$ cat config.mk
export PLATFORM = sky130hd
export DESIGN_NAME = uart_rx_param
export DESIGN_NICKNAME = d
export VERILOG_FILES = /design/src/rtl/uart_pkg.sv /design/src/rtl/uart_rx_sampler.sv /design/src/rtl/uart_rx_param.sv
export SDC_FILE = /design/constraint.sdc
export NUM_CORES = 1
export LEC_CHECK = 0
export ABC_CLOCK_PERIOD_IN_PS = 2950
export BUFFER_PORTS_ARGS = -buffer_cell sky130_fd_sc_hd__buf_2
export CAP_MARGIN = 40
export CORE_MARGIN = 1.5
export CORE_UTILIZATION = 57
export DETAILED_ROUTE_END_ITERATION = 8
export GPL_TIMING_DRIVEN = 1
export HOLD_SLACK_MARGIN = 0.03
export PLACE_DENSITY = 0.89
export SYNTH_ARGS = -nofsm -noshare
export SYNTH_HDL_FRONTEND = slang
export SYNTH_SLANG_ARGS = --single-unit
$ cat constraint.sdc
create_clock -name clk -period 2.95 [get_ports clk]
set_input_delay 0.59 -clock clk [delete_from_list [all_inputs] [get_ports clk]]
set_output_delay 0.59 -clock clk [all_outputs]
set_load 0.01 [all_outputs]
$ cat src/rtl/uart_pkg.sv
// uart_pkg: shared types, constants and helpers
// for the parametrised UART receiver.
package uart_pkg;

  typedef enum logic [2:0] {
    IDLE,
    START,
    DATA,
    PARITY,
    STOP
  } rx_state_e;

  typedef enum logic {
    PAR_EVEN,
    PAR_ODD
  } par_mode_e;

  localparam int MAX_DATA_W = 9;

  // Expected parity bit for a zero-extended data word.
  function automatic logic parity_bit(
    input logic [MAX_DATA_W-1:0] d,
    input par_mode_e mode
  );
    return (^d) ^ (mode == PAR_ODD);
  endfunction

  function automatic bit data_w_ok(input int w);
    return (w >= 5) && (w <= MAX_DATA_W);
  endfunction

  function automatic bit ovs_ok(input int o);
    return (o >= 8) && (o <= 32) && (o % 2 == 0);
  endfunction

  function automatic bit stop_ok(input int s);
    return (s == 1) || (s == 2);
  endfunction

  function automatic bit sync_ok(input int s);
    return s >= 2;
  endfunction

endpackage

$ cat src/rtl/uart_rx_sampler.sv
// uart_rx_sampler: rx synchroniser plus a 3-sample
// majority vote around the bit centre.
module uart_rx_sampler
  import uart_pkg::*;
#(
  parameter int OVS         = 16,
  parameter int SYNC_STAGES = 2,
  localparam int TW         = $clog2(OVS)
) (
  input  logic          clk,
  input  logic          rst,
  input  logic          baud_tick,
  input  logic          rx,
  input  logic [TW-1:0] tick_cnt,
  output logic          rx_s,
  output logic          vote
);

  localparam logic [TW-1:0] TAP_A = TW'(OVS/2 - 1);
  localparam logic [TW-1:0] TAP_B = TW'(OVS/2);

  logic [SYNC_STAGES-1:0] sync;
  logic                   samp_a;
  logic                   samp_b;

  always_ff @(posedge clk) begin
    if (rst) begin
      sync   <= '1;
      samp_a <= 1'b1;
      samp_b <= 1'b1;
    end else begin
      sync <= {sync[SYNC_STAGES-2:0], rx};
      if (baud_tick && tick_cnt == TAP_A)
        samp_a <= rx_s;
      if (baud_tick && tick_cnt == TAP_B)
        samp_b <= rx_s;
    end
  end

  assign rx_s = sync[SYNC_STAGES-1];

  // Third vote is the live sample at tick OVS/2+1.
  assign vote = (samp_a & samp_b)
              | (samp_a & rx_s)
              | (samp_b & rx_s);

endmodule

$ cat src/rtl/uart_rx_param.sv
// uart_rx_param: parametrised oversampling UART receiver
// with majority vote, runtime parity and a valid/ready holding register.
module uart_rx_param
  import uart_pkg::*;
#(
  parameter int DATA_W      = 8,
  parameter int OVS         = 16,
  parameter int STOP_BITS   = 1,
  parameter int SYNC_STAGES = 2
) (
  input  logic              clk,
  input  logic              rst,
  input  logic              en,
  input  logic              baud_tick,
  input  logic              rx,
  input  logic              parity_en,
  input  logic              parity_odd,
  output logic [DATA_W-1:0] data_out,
  output logic              valid,
  input  logic              ready,
  output logic              frame_err,
  output logic              parity_err,
  output logic              busy,
  output logic              overrun
);

  if (!data_w_ok(DATA_W) || !ovs_ok(OVS) ||
      !stop_ok(STOP_BITS) || !sync_ok(SYNC_STAGES)) begin : g_bad_param
    $error("uart_rx_param: illegal parameter set");
  end

  localparam int TW = $clog2(OVS);
  localparam int BW = $clog2(DATA_W + 1);
  localparam logic [TW-1:0] TICK_LAST = TW'(OVS - 1);
  localparam logic [TW-1:0] TICK_MID  = TW'(OVS/2 + 1);
  localparam logic [BW-1:0] DATA_LAST = BW'(DATA_W - 1);
  localparam logic [BW-1:0] STOP_LAST = BW'(STOP_BITS - 1);

  rx_state_e         state, state_n;
  logic [TW-1:0]     tick_cnt, tick_n;
  logic [BW-1:0]     bit_cnt, bit_n;
  logic [DATA_W-1:0] shreg, shreg_n;
  logic              par_pend, par_pend_n;
  logic              frm_pend, frm_pend_n;
  logic              par_en_l, par_en_n;
  par_mode_e         par_mode, par_mode_n;
  logic              armed, armed_n;
  logic              rx_s;
  logic              vote;
  logic              mid;
  logic              done;

  uart_rx_sampler #(
    .OVS         (OVS),
    .SYNC_STAGES (SYNC_STAGES)
  ) u_sampler (
    .clk       (clk),
    .rst       (rst),
    .baud_tick (baud_tick),
    .rx        (rx),
    .tick_cnt  (tick_cnt),
    .rx_s      (rx_s),
    .vote      (vote)
  );

  assign mid  = (tick_cnt == TICK_MID);
  assign busy = (state != IDLE);

  always_ff @(posedge clk) begin
    if (rst) begin
      state    <= IDLE;
      tick_cnt <= '0;
      bit_cnt  <= '0;
      shreg    <= '0;
      par_pend <= 1'b0;
      frm_pend <= 1'b0;
      par_en_l <= 1'b0;
      par_mode <= PAR_EVEN;
      armed    <= 1'b0;
    end else begin
      state    <= state_n;
      tick_cnt <= tick_n;
      bit_cnt  <= bit_n;
      shreg    <= shreg_n;
      par_pend <= par_pend_n;
      frm_pend <= frm_pend_n;
      par_en_l <= par_en_n;
      par_mode <= par_mode_n;
      armed    <= armed_n;
    end
  end

  always_comb begin
    state_n    = state;
    tick_n     = tick_cnt;
    bit_n      = bit_cnt;
    shreg_n    = shreg;
    par_pend_n = par_pend;
    frm_pend_n = frm_pend;
    par_en_n   = par_en_l;
    par_mode_n = par_mode;
    armed_n    = armed;
    done       = 1'b0;
    if (!en) begin
      state_n    = IDLE;
      tick_n     = '0;
      bit_n      = '0;
      par_pend_n = 1'b0;
      frm_pend_n = 1'b0;
      armed_n    = 1'b0;
    end else if (baud_tick) begin
      if (state != IDLE)
        tick_n = (tick_cnt == TICK_LAST) ? '0 : tick_cnt + 1'b1;
      unique case (state)
        // A falling edge only counts once the line has been seen high.
        IDLE: begin
          if (rx_s) begin
            armed_n = 1'b1;
          end else if (armed) begin
            state_n    = START;
            tick_n     = '0;
            bit_n      = '0;
            armed_n    = 1'b0;
            par_pend_n = 1'b0;
            frm_pend_n = 1'b0;
          end
        end
        START: begin
          if (mid) begin
            if (vote) begin
              state_n = IDLE;
              tick_n  = '0;
            end else begin
              state_n    = DATA;
              par_en_n   = parity_en;
              par_mode_n = parity_odd ? PAR_ODD : PAR_EVEN;
            end
          end
        end
        DATA: begin
          if (mid) begin
            shreg_n = {vote, shreg[DATA_W-1:1]};
            if (bit_cnt == DATA_LAST) begin
              bit_n   = '0;
              state_n = par_en_l ? PARITY : STOP;
            end else begin
              bit_n = bit_cnt + 1'b1;
            end
          end
        end
        PARITY: begin
          if (mid) begin
            if (vote != parity_bit(MAX_DATA_W'(shreg), par_mode))
              par_pend_n = 1'b1;
            state_n = STOP;
          end
        end
        STOP: begin
          if (mid) begin
            if (!vote)
              frm_pend_n = 1'b1;
            if (bit_cnt == STOP_LAST) begin
              done    = 1'b1;
              state_n = IDLE;
              tick_n  = '0;
              bit_n   = '0;
            end else begin
              bit_n = bit_cnt + 1'b1;
            end
          end
        end
        default: state_n = IDLE;
      endcase
    end
  end

  // Holding register: a consumer handshake in the completion
  // cycle frees the slot for the new word.
  always_ff @(posedge clk) begin
    if (rst) begin
      data_out   <= '0;
      valid      <= 1'b0;
      frame_err  <= 1'b0;
      parity_err <= 1'b0;
      overrun    <= 1'b0;
    end else begin
      overrun <= 1'b0;
      if (done) begin
        if (!valid || ready) begin
          data_out   <= shreg;
          frame_err  <= frm_pend_n;
          parity_err <= par_pend_n;
          valid      <= 1'b1;
        end else begin
          overrun <= 1'b1;
        end
      end else if (valid && ready) begin
        valid <= 1'b0;
      end
    end
  end

endmodule

Word-level counts from Yosys, hierarchy flattened. Cells that the tools add are included.

Memories kept: 0. Bits in latches: 0. Bits of input ports: 8. RAM bits: 0. Output and inout bits: 13. Word-level logic and storage cells: 119. Register bits after elaboration: 40. ROM bits: 0.

Bitwise logic cells: 9. Reduce and logical (&&, ||, !) cells: 20. $add $sub $neg: 2. Divide/modulo/power cells: 0. Shift operators: 0. Multiply operators: 0. $lt $le $gt $ge: 0. Mux-type cells: 52. Equality and inequality tests: 19.

Operator list (number): 4-bit 2-to-1 mux (14); 3-bit 2-to-1 mux (9); 4-bit case mux with 3 select lines (2); 1-bit 2-to-1 mux (23); 2-bit inequality test, second input constant (8); 3-bit case mux with 5 select lines (1); 4-bit == test, second input constant (3); 9-bit AND reduction (1); 9-bit XOR reduction (1); 4-bit by 1-bit adder with 4-bit output, second input constant (2); 4-bit by 3-bit == test with 1-bit output, second input constant (2); 3-bit by 2-bit == test with 1-bit output, second input constant (2); 2-bit AND reduction (3); 6-bit AND reduction (1); 3-bit nonzero test (2); 5-bit AND reduction (1); 4-bit zero test (1); 1-bit case mux with 2 select lines (2); 4-bit AND reduction (1); 2-bit OR reduction (2); 1-bit AND (3); 3-bit by 1-bit == test with 1-bit output, second input constant (1); 3-bit == test, second input constant (1); 1-bit logical AND (3); 10 further kinds (13).

Longest topological paths before layout.
Depth in word-level cells: 9. Depth in mapped cells: 8. Gate-level depth less buffers: 7.

Modules after synthesis. From an unflattened synthesis, not the netlist that was laid out.

Cell total of the unflattened synthesis: 214. Area, all modules: 1995.7 um^2.

Modules (own cells, without submodules): uart_rx_param (seq. area each 720.7 um^2, times used 1, cells an instance 198, area each 1830.5 um^2); uart_rx_sampler (seq. area each 80.1 um^2, times used 1, cells an instance 16, area each 165.2 um^2).

Worst setup path after synthesis. OpenSTA, ideal clock, no wires.

Path kind: input port to flip-flop. Start: in baud_tick. End: reg bit_cnt[3]. Library setup time: 70 ps. Arrival time: 1999 ps. Slack: 881 ps. Required time: 2880 ps. Buffers on the path: 1. Stages: 5. Cell sequence: clkbuf_1 > o21ai_0 > or3_4 > or4_1 > a21oi_1.

Word-level cells in the longest chain between the ends: 1.

Ends and longest elaborated chain: start: declaration (RTL line uart_rx_param.sv:14) `input logic baud_tick,`; 6-bit AND reduction (no line); end signal: assignment (RTL line uart_rx_param.sv:83) `bit_cnt <= bit_n;`; end: declaration (RTL line uart_rx_param.sv:41) `logic [BW-1:0] bit_cnt, bit_n;`.

Every way passes these cells. A chain may end at the register's enable or synchronous reset.

Worst setup path after layout.
Start: reg state[1]. End: out busy.

Word-level cells in the longest chain between the ends: 1.

Ends and longest elaborated chain: start: declaration (RTL line uart_rx_param.sv:39) `rx_state_e state, state_n;`; start signal: assignment (RTL line uart_rx_param.sv:81) `state <= state_n;`; 3-bit nonzero test (RTL line uart_rx_param.sv:67) `assign busy = (state != IDLE);`; end: declaration (RTL line uart_rx_param.sv:23) `output logic busy,`.

Every way passes these cells.

==> qor.txt <==
Filler cells -> 255
CP Max Fanout -> 12
Seq cells post-synth -> 40
largest net degree at the start of global routing -> 26
Crit Path Class -> flip-flop to output pin
Final ANT Viol Nets -> 0
wire per inst -> 13.5 um
Fin. Hold Viols -> 0
Max IR drop VDD -> 0.268 mV
Post-Synth Adder-Cell Area -> 4.34%
fin util -> 68.2%
Max clock buf depth -> 2
post-synthesis compound-gate area fraction -> 9.97%
drc violations -> 0
post-synthesis mux area share -> 12.0%
Antenna diodes -> 0
Final setup viols -> 0
min-delay worst type -> input port to flip-flop
Yosys cell types -> 42
Synth Area in XOR/XNOR -> 4.79%
Pwr Total -> 0.872 mW
Clock Tree Root -> clkbuf_4
Finished Layout Cells -> 281
Worst Setup End Kind -> output pin
vias -> 1563
die width -> 61.2 um
antenna violations before repair -> 0
post-cts hold buffer count -> 0
vias per cell -> 5.56
Top FF cell, synth -> dfxtp_1
worst-skew pair later-pin latency -> 0.36 ns
num rows -> 20
synth-to-layout area growth -> 10.4%
Post-Syn Area -> 0.00193 mm^2
Starting DRT DRC Count -> 56
sequential share of the synthesized area -> 41.4%
DRT Wirelength -> 3800 um
dpl ws -> 0.736 ns
GRT overflow -> 0
Ports -> 21
die footprint -> 0.00375 mm^2
layout cells sized above 1 -> 16.0%
simple-gate share of the synthesized area -> 24.5%
gr usage total -> 22.1%
Worst Tran Pin Value -> 0.589 ns
status -> finished, final reports clean
fmax -> 0.420 GHz
critical path required time -> 2.36 ns
DP HPWL -> 2760 um
met1 Resource Use GR -> 30.2%
ranking of synthesized cells by area -> dfxtp_1 (41%), mux2i_1 (11%), nor2_1 (5.8%)
final worst path period need -> 2.38 ns
area leader, netlist -> dfxtp_1
Leak Pwr -> 0.908 nW
Inst Count DP -> 273
post-CTS setup buffer count -> 0
Avg Cell Area, Syn -> 8.99 um^2
CTS tree -> done
Slew HR -> 60.6%
startpoint types -> flip-flop
footprint of the multi-input gates -> 0.00107 mm^2
Worst-path clk slew -> 0.12 ns
GPL Wtd Cong -> 0.865
largest family of logic cells by synthesized area -> simple AND/OR/NAND/NOR gates
PD cells -> 408 mW/mm^2
IO Port Bufs -> 20
Post-Syn Instances -> 215
vias in the first global route -> 1322
initial core utilization -> 61.8%
cts repair resizes -> 0
Final Max Tran Viols -> 0
total CTS buffers -> 5
GR Util met3 -> 6.51%
Core Footprint -> 0.00313 mm^2
GR met2 Demand/Resource -> 31.5%
fin nets -> 249
GR peak layer -> met2
post-synth net total -> 228
register area -> 801 um^2
final worst path period share -> 80.8%
Die H -> 61.2 um
Setup TNS -> 0 ns
EDFF count, synth -> 0
critical path data arrival time -> 1.79 ns
RSZ-0062 raised after global routing -> no
first-pass GRT wire length -> 6020 um
H-tree levels -> 2
Synth warnings -> 0
# clock sinks -> 40
post-synthesis async set-or-reset flop share -> 0%
Synth top area share -> 41.4%
number of detailed-route iterations in the first pass -> 4
total of max-cap violations -> 0
slack of the critical path -> 0.567 ns
clk_skew -> 0.0143 ns
[final timing paths]
path	startpoint	to	slack, ns	cells past startpoint
worst min register to register	u_sampler.sync[0]	u_sampler.sync[1]	0.42	1
worst max-delay path	state[1]	busy	0.57	3
worst min-delay path	rx	u_sampler.sync[0]	0.42	2
worst max register to register	state[1]	state[1]	0.64	6
[flip-flops by register name, indices dropped and copies added, names as in the netlist, 2 cells and up]
| signal | cells |
|---|---|
| bit_cnt | 4 |
| tick_cnt | 4 |
| shreg | 8 |
| u_sampler.sync | 2 |
| state | 3 |
| data_out | 8 |
[metal layers]
layer	routed length, um	vias to the layer above
li1	-	799
met1	1790	714
met2	1730	40
met3	185	10
met4	92	0
met5	0	-
[cell usage after synthesis, types with 3 or more instances]
library cell / count
nand3_1: 6
a21oi_1: 11
mux2i_1: 22
nand4_1: 4
nand3b_1: 3
inv_1: 7
xor2_1: 4
dfxtp_1: 40
nand4b_1: 3
nor2_1: 30
nand2_1: 18
nand2b_1: 3
clkbuf_1: 6
nor2b_1: 4
nor3_1: 4
or3_1: 4
ha_1: 5
xnor2_1: 4
o21ai_0: 8
[cell type report]
class                   count  area share (%)
clock buffers               6            2.40
flip-flops and latches     40            37.5
repair buffers             21            5.04
well taps                  44            2.58
clock inverters             2           0.703
multi-input cells         160            50.4
inverters                   8            1.41
[through the flow]
stage,hold WS [ns],area [um^2]
after CTS,0.412,2130
after global placement,0.391,2070
after global routing,0.409,2130
after floorplan,0.389,1930
final,0.417,2130
after detailed placement,0.411,2070
[kinds of logic after synthesis]
group	Yosys count
AND/OR/NAND/NOR	90
flip-flops	40
AO/OA/AOI/OAI	31
multiplexers	23
buffers and inverters	15
XOR/XNOR	9
adder cells (fa/ha/maj)	7
[power breakdown]
group	leakage, nW	switching [mW]	internal [mW]
Clock	0.0305	0.188	0.116
Sequential	0.323	0.00146	0.542
Combinational	0.554	0.0166	0.00801
Total	0.908	0.206	0.666
[cells in the final DEF, fill, tap and decap left out, drive strengths merged, types with 2 or more instances in the layout]
master,synthesis,final
dfxtp,40,40
nor2,30,30
mux2i,22,22
buf,1,21
nand2,18,18
a21oi,11,11
o21ai,8,8
inv,7,7
nand3,6,6
clkbuf,6,6
ha,5,5
or3,5,5
nor3,4,4
nor2b,4,4
xor2,4,4
nand4,4,4
xnor2,4,4
nand3b,4,4
nand2b,3,3
nand4b,3,3
nor3b,2,2
a211oi,2,2
or2,2,2
o211ai,2,2
a311oi,2,2
a31oi,2,2
clkinvlp,0,2
maj3,2,2
[critical path, cell delays in order (launching register included)]
cell and delay, ns:
dfxtp_1 0.46, nor3_1 0.40, clkinv_1 0.33, buf_2 0.23
Power figures use the tool's default switching activity.
